[src/rtl/fetch_queue.sv]
// Fetch stage: owns the fetch PC, drives a combinational instruction memory and
// buffers {pc, instr} pairs in a small FIFO so decode can stall independently.
module fetch_queue #(
  parameter int unsigned          ADDR_WIDTH  = 32,
  parameter int unsigned          INSTR_WIDTH = 32,
  parameter int unsigned          DEPTH       = 4,
  parameter logic [ADDR_WIDTH-1:0] RESET_PC   = '0
) (
  input  logic                       clk,
  input  logic                       reset,
  output logic [ADDR_WIDTH-1:0]      imem_addr,
  input  logic [INSTR_WIDTH-1:0]     imem_instr,
  input  logic                       redirect_en,
  input  logic [ADDR_WIDTH-1:0]      redirect_pc,
  input  logic                       stall,
  output logic                       id_valid,
  output logic [INSTR_WIDTH-1:0]     id_instr,
  output logic [ADDR_WIDTH-1:0]      id_pc,
  output logic [$clog2(DEPTH):0]     count
);

  localparam int unsigned PTR_W = $clog2(DEPTH);
  localparam int unsigned CNT_W = PTR_W + 1;
  localparam logic [CNT_W-1:0]       FULL_CNT = CNT_W'(DEPTH);
  localparam logic [INSTR_WIDTH-1:0] NOP      = INSTR_WIDTH'(32'h0000_0013);

  logic [ADDR_WIDTH-1:0]  r_fpc;
  logic [PTR_W-1:0]       r_rd_ptr;
  logic [PTR_W-1:0]       r_wr_ptr;
  logic [CNT_W-1:0]       r_count;
  logic [ADDR_WIDTH-1:0]  r_pc_q    [DEPTH];
  logic [INSTR_WIDTH-1:0] r_instr_q [DEPTH];

  logic                   w_valid;
  logic                   w_pop;
  logic                   w_push;
  logic [ADDR_WIDTH-1:0]  w_redirect_tgt;

  assign w_valid        = (r_count != '0);
  assign w_pop          = w_valid & ~stall & ~redirect_en;
  assign w_push         = ~redirect_en & ((r_count != FULL_CNT) | w_pop);
  // Word-align the target by masking rather than slicing, so every input bit is consumed.
  assign w_redirect_tgt = redirect_pc & ~ADDR_WIDTH'(3);

  always_ff @(posedge clk) begin
    if (!reset) begin
      r_fpc    <= RESET_PC;
      r_rd_ptr <= '0;
      r_wr_ptr <= '0;
      r_count  <= '0;
    end else if (redirect_en) begin
      r_fpc    <= w_redirect_tgt;
      r_rd_ptr <= '0;
      r_wr_ptr <= '0;
      r_count  <= '0;
    end else begin
      if (w_push) begin
        r_fpc    <= r_fpc + ADDR_WIDTH'(4);
        r_wr_ptr <= r_wr_ptr + PTR_W'(1);
      end
      if (w_pop)
        r_rd_ptr <= r_rd_ptr + PTR_W'(1);
      if (w_push && !w_pop)
        r_count <= r_count + CNT_W'(1);
      else if (w_pop && !w_push)
        r_count <= r_count - CNT_W'(1);
    end
  end

  // Payload storage needs no reset: entries are only visible while counted.
  always_ff @(posedge clk) begin
    if (reset && w_push) begin
      r_pc_q[r_wr_ptr]    <= r_fpc;
      r_instr_q[r_wr_ptr] <= imem_instr;
    end
  end

  assign imem_addr = r_fpc;
  assign count     = r_count;
  assign id_valid  = w_valid;
  assign id_instr  = w_valid ? r_instr_q[r_rd_ptr] : NOP;
  assign id_pc     = w_valid ? r_pc_q[r_rd_ptr] : '0;

endmodule

[config.mk]
export PLATFORM = sky130hd
export DESIGN_NAME = fetch_queue
export DESIGN_NICKNAME = d
export VERILOG_FILES = /design/src/rtl/fetch_queue.sv
export SDC_FILE = /design/constraint.sdc
export NUM_CORES = 1
export LEC_CHECK = 0
export ABC_AREA = 1
export CELL_PAD_IN_SITES_DETAIL_PLACEMENT = 0
export CELL_PAD_IN_SITES_GLOBAL_PLACEMENT = 2
export CORE_UTILIZATION = 38
export DETAILED_ROUTE_END_ITERATION = 8
export PLACE_DENSITY_LB_ADDON = 0.1
export SLEW_MARGIN = 20
export SYNTH_ARGS = -nofsm -noshare
export SYNTH_HDL_FRONTEND = slang
export SYNTH_SLANG_ARGS = --single-unit
[constraint.sdc]
create_clock -name clk -period 8.6 [get_ports clk]
set_clock_uncertainty 0.1 [all_clocks]
set_input_delay 2.58 -clock clk [delete_from_list [all_inputs] [get_ports clk]]
set_output_delay 2.58 -clock clk [all_outputs]
set_load 0.01 [all_outputs]
==> results of run 1 <==
==> power groups by stage <==
| stage | clock network, mW | logic [mW] | registers [mW] |
|---|---|---|---|
| detailed placement | 0 | 0.283 | 1.61 |
| finish | 1.27 | 0.278 | 1.58 |
| global placement | 0 | 0.282 | 1.61 |
| global route | 1.35 | 0.305 | 1.59 |
| floorplan | 0 | 0.124 | 1.61 |
| CTS | 1.30 | 0.284 | 1.58 |
==> metal layers <==
layer	vias up	part of all wire
met5	-	0
met2	200	0.50
met3	21	0.047
li1	4130	-
met4	0	0.0091
met1	3885	0.45
==> cell type report <==
type                       instances  area share
clock inverter                    17     0.00586
sequential                       287       0.551
tap                              396      0.0332
multi-input combinational        715       0.226
clock buffer                      42      0.0604
timing repair buffer             171       0.113
inverter                          41      0.0105
==> layout by cell type, fill, tap and decap left out, types with 3 or more instances in the layout <==
master / n
sky130_fd_sc_hd__nor2_1: 286
sky130_fd_sc_hd__edfxtp_1: 248
sky130_fd_sc_hd__clkdlybuf4s50_1: 161
sky130_fd_sc_hd__o21ai_0: 129
sky130_fd_sc_hd__nand2_1: 91
sky130_fd_sc_hd__a21oi_1: 90
sky130_fd_sc_hd__dfxtp_1: 37
sky130_fd_sc_hd__clkbuf_16: 35
sky130_fd_sc_hd__inv_1: 34
sky130_fd_sc_hd__nand3_1: 33
sky130_fd_sc_hd__a22oi_1: 26
sky130_fd_sc_hd__buf_4: 10
sky130_fd_sc_hd__clkinv_2: 9
sky130_fd_sc_hd__o21bai_1: 7
sky130_fd_sc_hd__clkbuf_1: 7
sky130_fd_sc_hd__nor2_4: 6
sky130_fd_sc_hd__nor2_2: 6
sky130_fd_sc_hd__ha_1: 6
sky130_fd_sc_hd__clkinv_1: 6
sky130_fd_sc_hd__inv_2: 5
sky130_fd_sc_hd__xor2_1: 4
sky130_fd_sc_hd__xnor2_1: 4
sky130_fd_sc_hd__conb_1: 4
sky130_fd_sc_hd__nand2_2: 3
sky130_fd_sc_hd__o21a_1: 3
sky130_fd_sc_hd__o22ai_1: 3
==> worst min path at each step <==
stage,from,to,slack [ns],cells after the start
2_1_floorplan,r_wr_ptr[0],r_wr_ptr[0],0.38,2
3_3_place_gp,r_wr_ptr[0],r_wr_ptr[0],0.40,2
3_5_place_dp,r_wr_ptr[0],r_wr_ptr[0],0.40,2
4_1_cts,r_wr_ptr[0],r_wr_ptr[0],0.41,2
5_1_grt,r_wr_ptr[0],r_wr_ptr[0],0.44,2
6_report,r_wr_ptr[0],r_wr_ptr[0],0.41,2
==> cell usage after synthesis (all sizes together) <==
| master | instances | area [µm²] |
|---|---|---|
| o311ai | 3 | 26.3 |
| buf | 23 | 139 |
| fa | 1 | 20.0 |
| a21oi | 90 | 450 |
| o22ai | 3 | 18.8 |
| conb | 1 | 3.75 |
| o21bai | 7 | 52.6 |
| dfxtp | 39 | 781 |
| nand3 | 34 | 175 |
| nor2 | 298 | 1150 |
| o21ai | 129 | 646 |
| a22oi | 26 | 195 |
| nor3b | 1 | 7.51 |
| and2 | 2 | 12.5 |
| nand4 | 1 | 12.5 |
| ha | 6 | 75.1 |
| xor2 | 4 | 35.0 |
| edfxtp | 248 | 7450 |
| mux2i | 1 | 10.0 |
| a31oi | 1 | 6.26 |
| nor3 | 1 | 5.00 |
| xnor2 | 4 | 35.0 |
| o21a | 3 | 22.5 |
| clkbuf | 38 | 143 |
| nand2 | 96 | 383 |
| inv | 41 | 156 |
==> critical path: stages (launching register included) <==
cell and delay [ns]:
sky130_fd_sc_hd__dfxtp_4 0.70, sky130_fd_sc_hd__buf_4 0.79, sky130_fd_sc_hd__nor2_1 0.11, sky130_fd_sc_hd__nor2_1 0.12, sky130_fd_sc_hd__o21ai_0 0.11, sky130_fd_sc_hd__a21oi_1 0.30, sky130_fd_sc_hd__clkdlybuf4s50_1 0.60
==> state kept, by name, summed over array words and instances (netlist names), named ones only <==
| register | cells |
|---|---|
| count | 3 |
| imem_addr | 30 |
| r_instr_q | 128 |
| r_pc_q | 120 |
| r_rd_ptr | 2 |
| r_wr_ptr | 2 |
==> kinds of logic after synthesis <==
logic type                 after synthesis
and+or+nand+nor                        433
DFF                                    287
muxes                                    1
other                                    1
adders and majority gates                7
xor gates and xnor gates                 8
AOI/OAI and AO/OA                      262
buffers and inverters                  102
==> parameters.txt, run 1 <==
Parameter                              Value

Status
  Status ... finished with violations
  Violations in the final reports ... design-rule violations

Global routing
  Global-route track usage on met1 ... 0.242
  Initial antenna violation count ... 0
  Maximum number of pins on one net before global-route repair ... 99
  First-pass GRT wire length ... 46100 µm
  Number of global-route vias before repair ... 7998
  Total Routing Usage GR ... 0.185
  Met2 GRT Util ... 0.325
  Global route overflow ... 0
  Met3 Track Usage GR ... 0.0298
  Busiest metal layer after global routing ... met2

Cells and area
  Number of standard cells in the layout, taps in and fillers out ... 1669
  Diodes inserted ... 0
  Nets@finish ... 1325
  Layout fillers ... 2824
  Layout Cell Area excl Fill ... 0.0149 mm²
  Sequential standard cell area ... 0.00823 mm²
  Synthesis-to-layout area growth ... 24.5%
  Proportion of layout cells with a drive suffix above 1 ... 0.0660
  Area taken by multi-input logic gates ... 0.00338 mm²
  Post-layout utilization of the core ... 0.485

Logic synthesis
  Main combinational cell family by area after synthesis ... simple AND/OR/NAND/NOR gates
  Syn Area/Cell ... 10.9 µm²
  Part of the Yosys area used for sequential elements ... 0.685
  Number of distinct library cells after synthesis ... 37
  Post-synthesis simple-gate area fraction ... 0.145
  Post-synthesis xor/xnor area fraction ... 0.00584
  Post-Synth Adder-Cell Area ... 0.00792
  Number of synthesized register bits ... 287
  Share of cell area taken by muxes after synthesis ... 0.000834
  Fraction of the mapped netlist area in compound gates ... 0.118
  Post-synthesis cell count ... 1101
  Syn. warnings ... 0
  Total standard cell area after synthesis ... 0.0120 mm²

Place
  Number of buffers inserted by port buffering ... 161
  Worst setup slack before clock tree synthesis ... 2.61 ns
  Final weighted congestion of routability-driven global placement ... 0.736
  HPWL Detailed ... 16300 µm
  Placed cell count ... 1610
  Cell area after placement ... 0.0140 mm²

Job
  Max-cap violations ... 0

Detailed routing
  Total detailed-routing wirelength ... 30100 µm
  Via count ... 8236
  Routed length per placed instance ... 18.0 µm
  Mean number of vias per cell ... 4.93
  Number of DRC markers in iteration 0 ... 590
  Total iterations of the first detailed-routing run ... 9
  Number of remaining DRC errors ... 12
  Count of nets left with antenna violations after detail routing ... 0

Timing
  Setup TNS ... 0 ns
  Setup repair after global routing missed its margin ... false
  Final hold violation count ... 0
  Hold WS ... 0.407 ns
  Minimum setup slack in the final design ... 2.61 ns
  Maximum frequency from static timing analysis ... 0.167 GHz
  Final Slew Violations ... 0
  Final period utilization ... 0.697
  Slew at the pin closest to its max-slew limit ... 1.09 ns
  Min cycle time layout ... 5.99 ns
  Headroom to the max-slew limit ... 0.273
  Total setup violations reported at the end of the flow ... 0

Clock network
  Clock tree root driver cell ... sky130_fd_sc_hd__clkbuf_16
  Hold buffer count at CTS ... 0
  Clock latency of the later-clocked register in the worst-skew pair ... 0.49 ns
  H-tree depth ... 2
  Clk sinks ... 287
  Number of gates resized after CTS ... 0
  Total CTS buffers ... 34
  Buffers inserted by post-CTS timing repair ... 0
  Clock tree from TritonCTS ... yes
  Deepest clock path buffer count ... 3
  Clock-pin slew on the worst setup and hold paths ... 0.05 ns

Floorplan
  # rows ... 64
  Overall die area ... 0.0323 mm²
  Floorplan die width ... 180 µm
  Height of the die ... 180 µm
  Boundary Pins ... 168
  CORE AREA ... 0.0308 mm²
  Initial core utilization ... 0.389

Pwr
  Overall power consumption ... 3.13 mW
  Leakage power summed over all cells ... 5.04 nW
  Peak ir drop on the vdd network ... 0.117 mV
  Net Sw Power ... 0.706 mW
  Part of the total power dissipated in the clock network ... 0.405
  Share of total power in sequential cells ... 0.506
  Power Internal ... 2.42 mW
  Combinational power share ... 0.089
  Power per cell area ... 209 mW/mm²
  Net Sw Frac ... 0.225

Worst setup path
  Critical Path Sink ... id_pc[16]
  Cell depth of the worst flop-to-flop path ... 7
  Reg-to-Reg End ... r_instr_q[1][19]
  Max FO, Critical Path ... 80
  Crit path launch type ... flip-flop
  Worst Setup Path Type ... reg2out
  Data required time at the worst endpoint ... 5.92 ns
  Element type at the critical path end ... primary output
  Startpoint of the most critical register-to-register path ... count[0]
  Setup slack of the worst register-to-register path ... 5.88 ns
  CP Data Arrival Time ... 3.31 ns

Worst hold path
  Worst hold path type ... reg2reg
Power figures use the tool's default switching activity.
==> inputs of run 2 (changes only) <==
CORE_UTILIZATION = 36   (was 38)
clock period = 6.06 ns   (was 8.6 ns; I/O delays follow)
==> parameters.txt, run 2 (synthesized netlist as in run 1, its figures left out) <==
Parameter                              Value

Clock network
  Clock tree from TritonCTS ... yes
  Hold buffer count at CTS ... 0 (unchanged)
  Clock tree root driver cell ... sky130_fd_sc_hd__clkbuf_16
  H-tree depth ... 1 (-1)
  Total CTS buffers ... 31 (-8.8%)
  Clock latency of the later-clocked register in the worst-skew pair ... 0.54 ns (+0.05 ns)
  Clock-pin slew on the worst setup and hold paths ... 0.06 ns (about the same)
  Buffers inserted by post-CTS timing repair ... 0 (unchanged)
  Number of gates resized after CTS ... 0 (unchanged)
  Deepest clock path buffer count ... 3 (unchanged)
  Clk sinks ... 287 (unchanged)

Pwr
  Combinational power share ... 0.088 (about the same)
  Leakage power summed over all cells ... 5.14 nW (+1.9%)
  Part of the total power dissipated in the clock network ... 0.421 (+0.016)
  Power per cell area ... 301 mW/mm² (+44%)
  Net Sw Frac ... 0.220 (-0.00580)
  Overall power consumption ... 4.58 mW (+46%)
  Share of total power in sequential cells ... 0.491 (-0.015)
  Net Sw Power ... 1.01 mW (+43%)
  Peak ir drop on the vdd network ... 0.221 mV (+89%)
  Power Internal ... 3.57 mW (+47%)

Worst setup path
  Worst Setup Path Type ... reg2out
  Element type at the critical path end ... primary output
  CP Data Arrival Time ... 3.18 ns (-0.13 ns)
  Max FO, Critical Path ... 92 (+15%)
  Data required time at the worst endpoint ... 4.14 ns (-1.78 ns)
  Crit path launch type ... flip-flop

Global routing
  Initial antenna violation count ... 0 (unchanged)
  Total Routing Usage GR ... 0.184 (-0.00169)
  Maximum number of pins on one net before global-route repair ... 93 (-6.1%)
  First-pass GRT wire length ... 47500 µm (+2.9%)
  Number of global-route vias before repair ... 8132 (+1.7%)
  Global route overflow ... 0 (unchanged)

Detailed routing
  Routed length per placed instance ... 18.0 µm (-0.21%)
  Count of nets left with antenna violations after detail routing ... 0 (unchanged)
  Top Layer Used ... met4
  Amount of wire on met2 after detailed routing ... 14900 µm (-0.34%)
  Number of remaining DRC errors ... 0 (-12)
  Mean number of vias per cell ... 4.85 (-1.6%)
  Via count ... 8349 (+1.4%)
  Routed length on met1 ... 13900 µm (+3.3%)
  Total iterations of the first detailed-routing run ... 5 (-4)
  Routed wire length on met3 ... 1550 µm (+10%)
  Total detailed-routing wirelength ... 30900 µm (+2.8%)
  Number of DRC markers in iteration 0 ... 458 (-22%)

Cells and area
  Commonest cells after routing, fill and taps aside ... sky130_fd_sc_hd__nor2_1, sky130_fd_sc_hd__edfxtp_1, sky130_fd_sc_hd__clkdlybuf4s50_1
  Nets@finish ... 1330 (+0.38%)
  Largest Register ... r_instr_q
  Synthesis-to-layout area growth ... 26.7%
  Layout Cell Area excl Fill ... 0.0152 mm² (+1.8%)
  Layout fillers ... 3066 (+8.6%)
  Diodes inserted ... 0 (unchanged)
  Most common cell after layout, fill and taps aside ... sky130_fd_sc_hd__nor2_1
  Max FFs per register ... 128 (unchanged)
  Proportion of layout cells with a drive suffix above 1 ... 0.0720 (+0.00600)
  Number of standard cells in the layout, taps in and fillers out ... 1720 (+3.1%)

Timing
  Final Slew Violations ... 0 (unchanged)
  Slew at the pin closest to its max-slew limit ... 0.871 ns (-0.218 ns)
  Total setup violations reported at the end of the flow ... 0 (unchanged)
  Setup TNS ... 0 ns (unchanged)
  Headroom to the max-slew limit ... 0.419 (+0.146)
  Setup repair after global routing missed its margin ... false
  Final hold violation count ... 0 (unchanged)
  Min cycle time layout ... 5.09 ns
  Maximum frequency from static timing analysis ... 0.196 GHz
  Final period utilization ... 0.841

Place
  Number of buffers inserted by port buffering ... 161 (unchanged)
  HPWL Detailed ... 18100 µm (+11%)
  Cell area after placement ... 0.0141 mm² (+1.4%)
  Final weighted congestion of routability-driven global placement ... 0.718 (-2.5%)
  Placed cell count ... 1664 (+3.4%)

Floorplan
  Initial core utilization ... 0.367 (-0.0223)
  Height of the die ... 185 µm (+2.7%)
  Floorplan die width ... 185 µm (+2.7%)
  Boundary Pins ... 168 (unchanged)
  Overall die area ... 0.0341 mm² (+5.5%)
  # rows ... 66 (+3.1%)
  CORE AREA ... 0.0327 mm² (+6.1%)

Status
  Status ... complete, no violations

Worst hold path
  Worst hold path type ... reg2reg

Job
  Max-cap violations ... 0 (unchanged)
## run 2: changes by cell type in the layout (fill, tap and decap cells not counted), moves of 2 or more
cell / change
sky130_fd_sc_hd__inv_6: -2
sky130_fd_sc_hd__clkinv_2: -3
sky130_fd_sc_hd__buf_4: +2
sky130_fd_sc_hd__clkbuf_8: +4
sky130_fd_sc_hd__clkinv_1: -2
sky130_fd_sc_hd__buf_12: +6
sky130_fd_sc_hd__bufinv_16: +3
## run 2: path summary, 6_finish.rpt
kind | from | to | slack [ns] | depth (start not counted)
max | flip-flop | id_instr[0] | 0.97 | 7
min | r_wr_ptr[0] | r_wr_ptr[0] | 0.41 | 2
max reg2reg | count[0] | r_pc_q[0][27] | 3.38 | 7
min reg2reg | r_wr_ptr[0] | r_wr_ptr[0] | 0.41 | 2
## run 2: per-layer routing
layer  global-route usage  up-vias
met5                    0        -
met2                0.315      198
met4               0.0456        0
li1                     -     4144
met3               0.0300       44
met1                0.242     3963
## run 2: power groups by stage
stage | combinational, mW | sequential [mW] | clock [mW]
finish | 0.403 | 2.25 | 1.93
global route | 0.444 | 2.25 | 2.06
CTS | 0.413 | 2.25 | 1.98
detailed placement | 0.411 | 2.29 | 0
global placement | 0.411 | 2.29 | 0
floorplan | 0.176 | 2.28 | 0
## run 2: critical path, stage by stage (launching register included)
cell and delay [ns]:
sky130_fd_sc_hd__dfxtp_4 0.68, sky130_fd_sc_hd__clkinv_2 0.54, sky130_fd_sc_hd__buf_12 0.38, sky130_fd_sc_hd__nor2_1 0.14
sky130_fd_sc_hd__nor2_1 0.04, sky130_fd_sc_hd__o21ai_0 0.07, sky130_fd_sc_hd__o311ai_0 0.15, sky130_fd_sc_hd__clkdlybuf4s50_1 0.55
## run 2: area by class of cell
cell class | count | area, µm² | share of cell area
tap | 442 | 553 | 0.0364
sequential | 287 | 8230 | 0.541
multi-input combinational | 715 | 3380 | 0.222
inverter | 41 | 159 | 0.0104
clock inverter | 12 | 134 | 0.00880
clock buffer | 44 | 928 | 0.0610
timing repair buffer | 179 | 1820 | 0.120
## run 2: through the flow
stage               utilization  hold slack, ns  setup WS (ns)
finish                    0.465           0.414          0.966
global route              0.465           0.466          0.615
CTS                       0.465           0.423          0.882
detailed placement        0.433           0.413           1.37
global placement          0.433           0.402           1.38
floorplan                     -           0.379          0.453
==> inputs of run 3 (changes only) <==
clock period = 5.25 ns   (was 6.06 ns; I/O delays follow)
==> parameters.txt, run 3 (synthesized netlist as in run 1, its figures left out) <==
Parameter                              Value

Cells and area
  Diodes inserted ... 0 (unchanged)
  Max FFs per register ... 128 (unchanged)
  Most common cell after layout, fill and taps aside ... sky130_fd_sc_hd__nor2_1
  Commonest cells after routing, fill and taps aside ... sky130_fd_sc_hd__nor2_1, sky130_fd_sc_hd__edfxtp_1, sky130_fd_sc_hd__clkdlybuf4s50_1
  Synthesis-to-layout area growth ... 26.6% (about the same)
  Largest Register ... r_instr_q
  Nets@finish ... 1328 (-0.15%)
  Layout Cell Area excl Fill ... 0.0152 mm² (about the same)
  Proportion of layout cells with a drive suffix above 1 ... 0.0666 (-0.00543)

Worst setup path
  Cell Chain, Critical Path ... clkinv_2 > buf_4 > nor2_1 > o311ai_0 > clkdlybuf4s50_1
  Setup slack of the worst register-to-register path ... 2.63 ns (-0.75 ns)
  Longest individual stage delay on the worst path ... 0.65 ns (-0.03 ns)
  Element type at the critical path end ... primary output
  Worst Setup Path Type ... reg2out
  Crit path launch type ... flip-flop
  Max FO, Critical Path ... 40 (-57%)
  Slowest cell on crit path ... sky130_fd_sc_hd__clkdlybuf4s50_1
  Data required time at the worst endpoint ... 3.58 ns (-0.56 ns)
  Cell depth of the worst flop-to-flop path ... 13 (+6)
  Startpoint of the most critical register-to-register path ... count[0]
  Reg-to-Reg End ... count[2]
  Critical Path Sink ... id_instr[0]
  CP Data Arrival Time ... 2.71 ns (-0.47 ns)

Timing
  Final period utilization ... 0.835
  Maximum frequency from static timing analysis ... 0.228 GHz
  Hold WS ... 0.421 ns (+0.00674 ns)
  Setup repair after global routing missed its margin ... false
  Min cycle time layout ... 4.38 ns
  Slew at the pin closest to its max-slew limit ... 0.836 ns (-0.0352 ns)
  Total setup violations reported at the end of the flow ... 0 (unchanged)
  Headroom to the max-slew limit ... 0.443 (+0.0234)
  Final hold violation count ... 0 (unchanged)
  Setup TNS ... 0 ns (unchanged)
  Final Slew Violations ... 0 (unchanged)

Global routing
  Total Routing Usage GR ... 0.184 (+0.000263)
  Number of global-route vias before repair ... 8182 (+0.61%)
  Maximum number of pins on one net before global-route repair ... 125 (+34%)
  First-pass GRT wire length ... 47100 µm (-0.79%)
  Global route overflow ... 0 (unchanged)
  Initial antenna violation count ... 1 (+1)

Floorplan
  CORE AREA ... 0.0327 mm² (unchanged)
  Boundary Pins ... 168 (unchanged)
  # rows ... 66 (unchanged)
  Overall die area ... 0.0341 mm² (unchanged)
  Height of the die ... 185 µm (unchanged)
  Initial core utilization ... 0.367 (unchanged)
  Floorplan die width ... 185 µm (unchanged)

Clock network
  H-tree depth ... 2 (+1)
  Clock latency of the later-clocked register in the worst-skew pair ... 0.50 ns (-0.04 ns)
  Hold buffer count at CTS ... 0 (unchanged)
  Buffers inserted by post-CTS timing repair ... 0 (unchanged)
  Deepest clock path buffer count ... 3 (unchanged)
  Clock-pin slew on the worst setup and hold paths ... 0.06 ns (about the same)
  Number of gates resized after CTS ... 0 (unchanged)
  Total CTS buffers ... 34 (+9.7%)
  Clk sinks ... 287 (unchanged)
  Clock tree from TritonCTS ... yes
  Clock tree root driver cell ... sky130_fd_sc_hd__clkbuf_16

Pwr
  Peak ir drop on the vdd network ... 0.167 mV (-25%)
  Power Internal ... 4.14 mW (+16%)
  Combinational power share ... 0.088 (about the same)
  Power per cell area ... 350 mW/mm² (+16%)
  Net Sw Power ... 1.17 mW (+17%)
  Leakage power summed over all cells ... 5.10 nW (-0.62%)
  Share of total power in sequential cells ... 0.488 (-0.003)
  Net Sw Frac ... 0.221 (+0.00130)
  Part of the total power dissipated in the clock network ... 0.425 (+0.004)

Detailed routing
  Via count ... 8389 (+0.48%)
  Total detailed-routing wirelength ... 30800 µm (-0.49%)
  Number of DRC markers in iteration 0 ... 477 (+4.1%)
  Routed length per placed instance ... 17.9 µm (-0.43%)
  Total iterations of the first detailed-routing run ... 4 (-1)
  Mean number of vias per cell ... 4.88 (+0.54%)
  Count of nets left with antenna violations after detail routing ... 0 (unchanged)
  Number of remaining DRC errors ... 0 (unchanged)

Status
  Status ... complete, no violations

Place
  Cell area after placement ... 0.0141 mm² (-0.18%)
  Final weighted congestion of routability-driven global placement ... 0.749 (+4.3%)
  HPWL Detailed ... 17000 µm (-6.3%)
  Number of buffers inserted by port buffering ... 161 (unchanged)

Worst hold path
  Worst hold path type ... reg2reg

Job
  Max-cap violations ... 0 (unchanged)
==> run 3: changes by cell type in the layout (fill, tap and decap cells not counted), moves of 3 or more <==
| cell | previous run | this run |
|---|---|---|
| sky130_fd_sc_hd__clkbuf_8 | 4 | 0 |
| sky130_fd_sc_hd__clkinvlp_4 | 0 | 3 |
| sky130_fd_sc_hd__buf_4 | 12 | 6 |
| sky130_fd_sc_hd__clkbuf_1 | 6 | 13 |
| sky130_fd_sc_hd__clkbuf_16 | 34 | 37 |
| sky130_fd_sc_hd__clkinv_2 | 6 | 3 |
==> run 3: worst min-delay path by stage <==
stage / startpoint / to / slack (ns) / cells past startpoint
after floorplan: r_wr_ptr[0] / r_wr_ptr[0] / 0.38 / 2
after global placement: r_wr_ptr[0] / r_wr_ptr[0] / 0.40 / 2
after detailed placement: r_wr_ptr[0] / r_wr_ptr[0] / 0.41 / 2
after CTS: r_wr_ptr[0] / r_wr_ptr[0] / 0.42 / 2
after global routing: r_wr_ptr[0] / r_wr_ptr[0] / 0.43 / 2
final: r_wr_ptr[1] / r_wr_ptr[1] / 0.42 / 2
==> run 3: metrics by stage <==
step	std cells	worst slack (ns)	util	power (mW)
after floorplan	1104	-0.114	-	2.83
after global placement	1659	1.01	0.432	3.11
after detailed placement	1659	1.03	0.432	3.11
after CTS	1719	0.832	0.465	5.38
after global routing	1719	0.693	0.465	5.52
final	1719	0.867	0.465	5.31
==> run 3: power by group through the flow <==
stage / clock network, mW / logic (mW) / registers, mW
after floorplan: 0 / 0.204 / 2.63
after global placement: 0 / 0.474 / 2.64
after detailed placement: 0 / 0.475 / 2.64
after CTS: 2.31 / 0.477 / 2.59
after global routing: 2.41 / 0.513 / 2.60
final: 2.26 / 0.466 / 2.59
==> run 3: per-layer routing <==
metal / share of wire / GRT usage / up-vias
li1: - / - / 4142
met3: 0.048 / 0.0316 / 48
met4: 0.016 / 0.0440 / 2
met1: 0.46 / 0.247 / 4001
met2: 0.47 / 0.310 / 196
met5: 0.00032 / 0 / -
==> run 3: layout make-up <==
| class | count | area [µm²] |
|---|---|---|
| inverters | 41 | 158 |
| clock inverters | 10 | 104 |
| clock buffers | 50 | 975 |
| fillers | 3064 | 17500 |
| flip-flops and latches | 287 | 8230 |
| multi-input cells | 715 | 3380 |
| repair buffers | 174 | 1800 |
| well taps | 442 | 553 |
==> run 3: critical path, delay by kind of cell, from the launching register on <==
| kind | cells | cell delay [ns] |
|---|---|---|
| DFF | 1 | 0.35 |
| AOI/OAI and AO/OA | 1 | 0.32 |
| buffers and inverters | 3 | 1.44 |
| and+or+nand+nor | 1 | 0.06 |
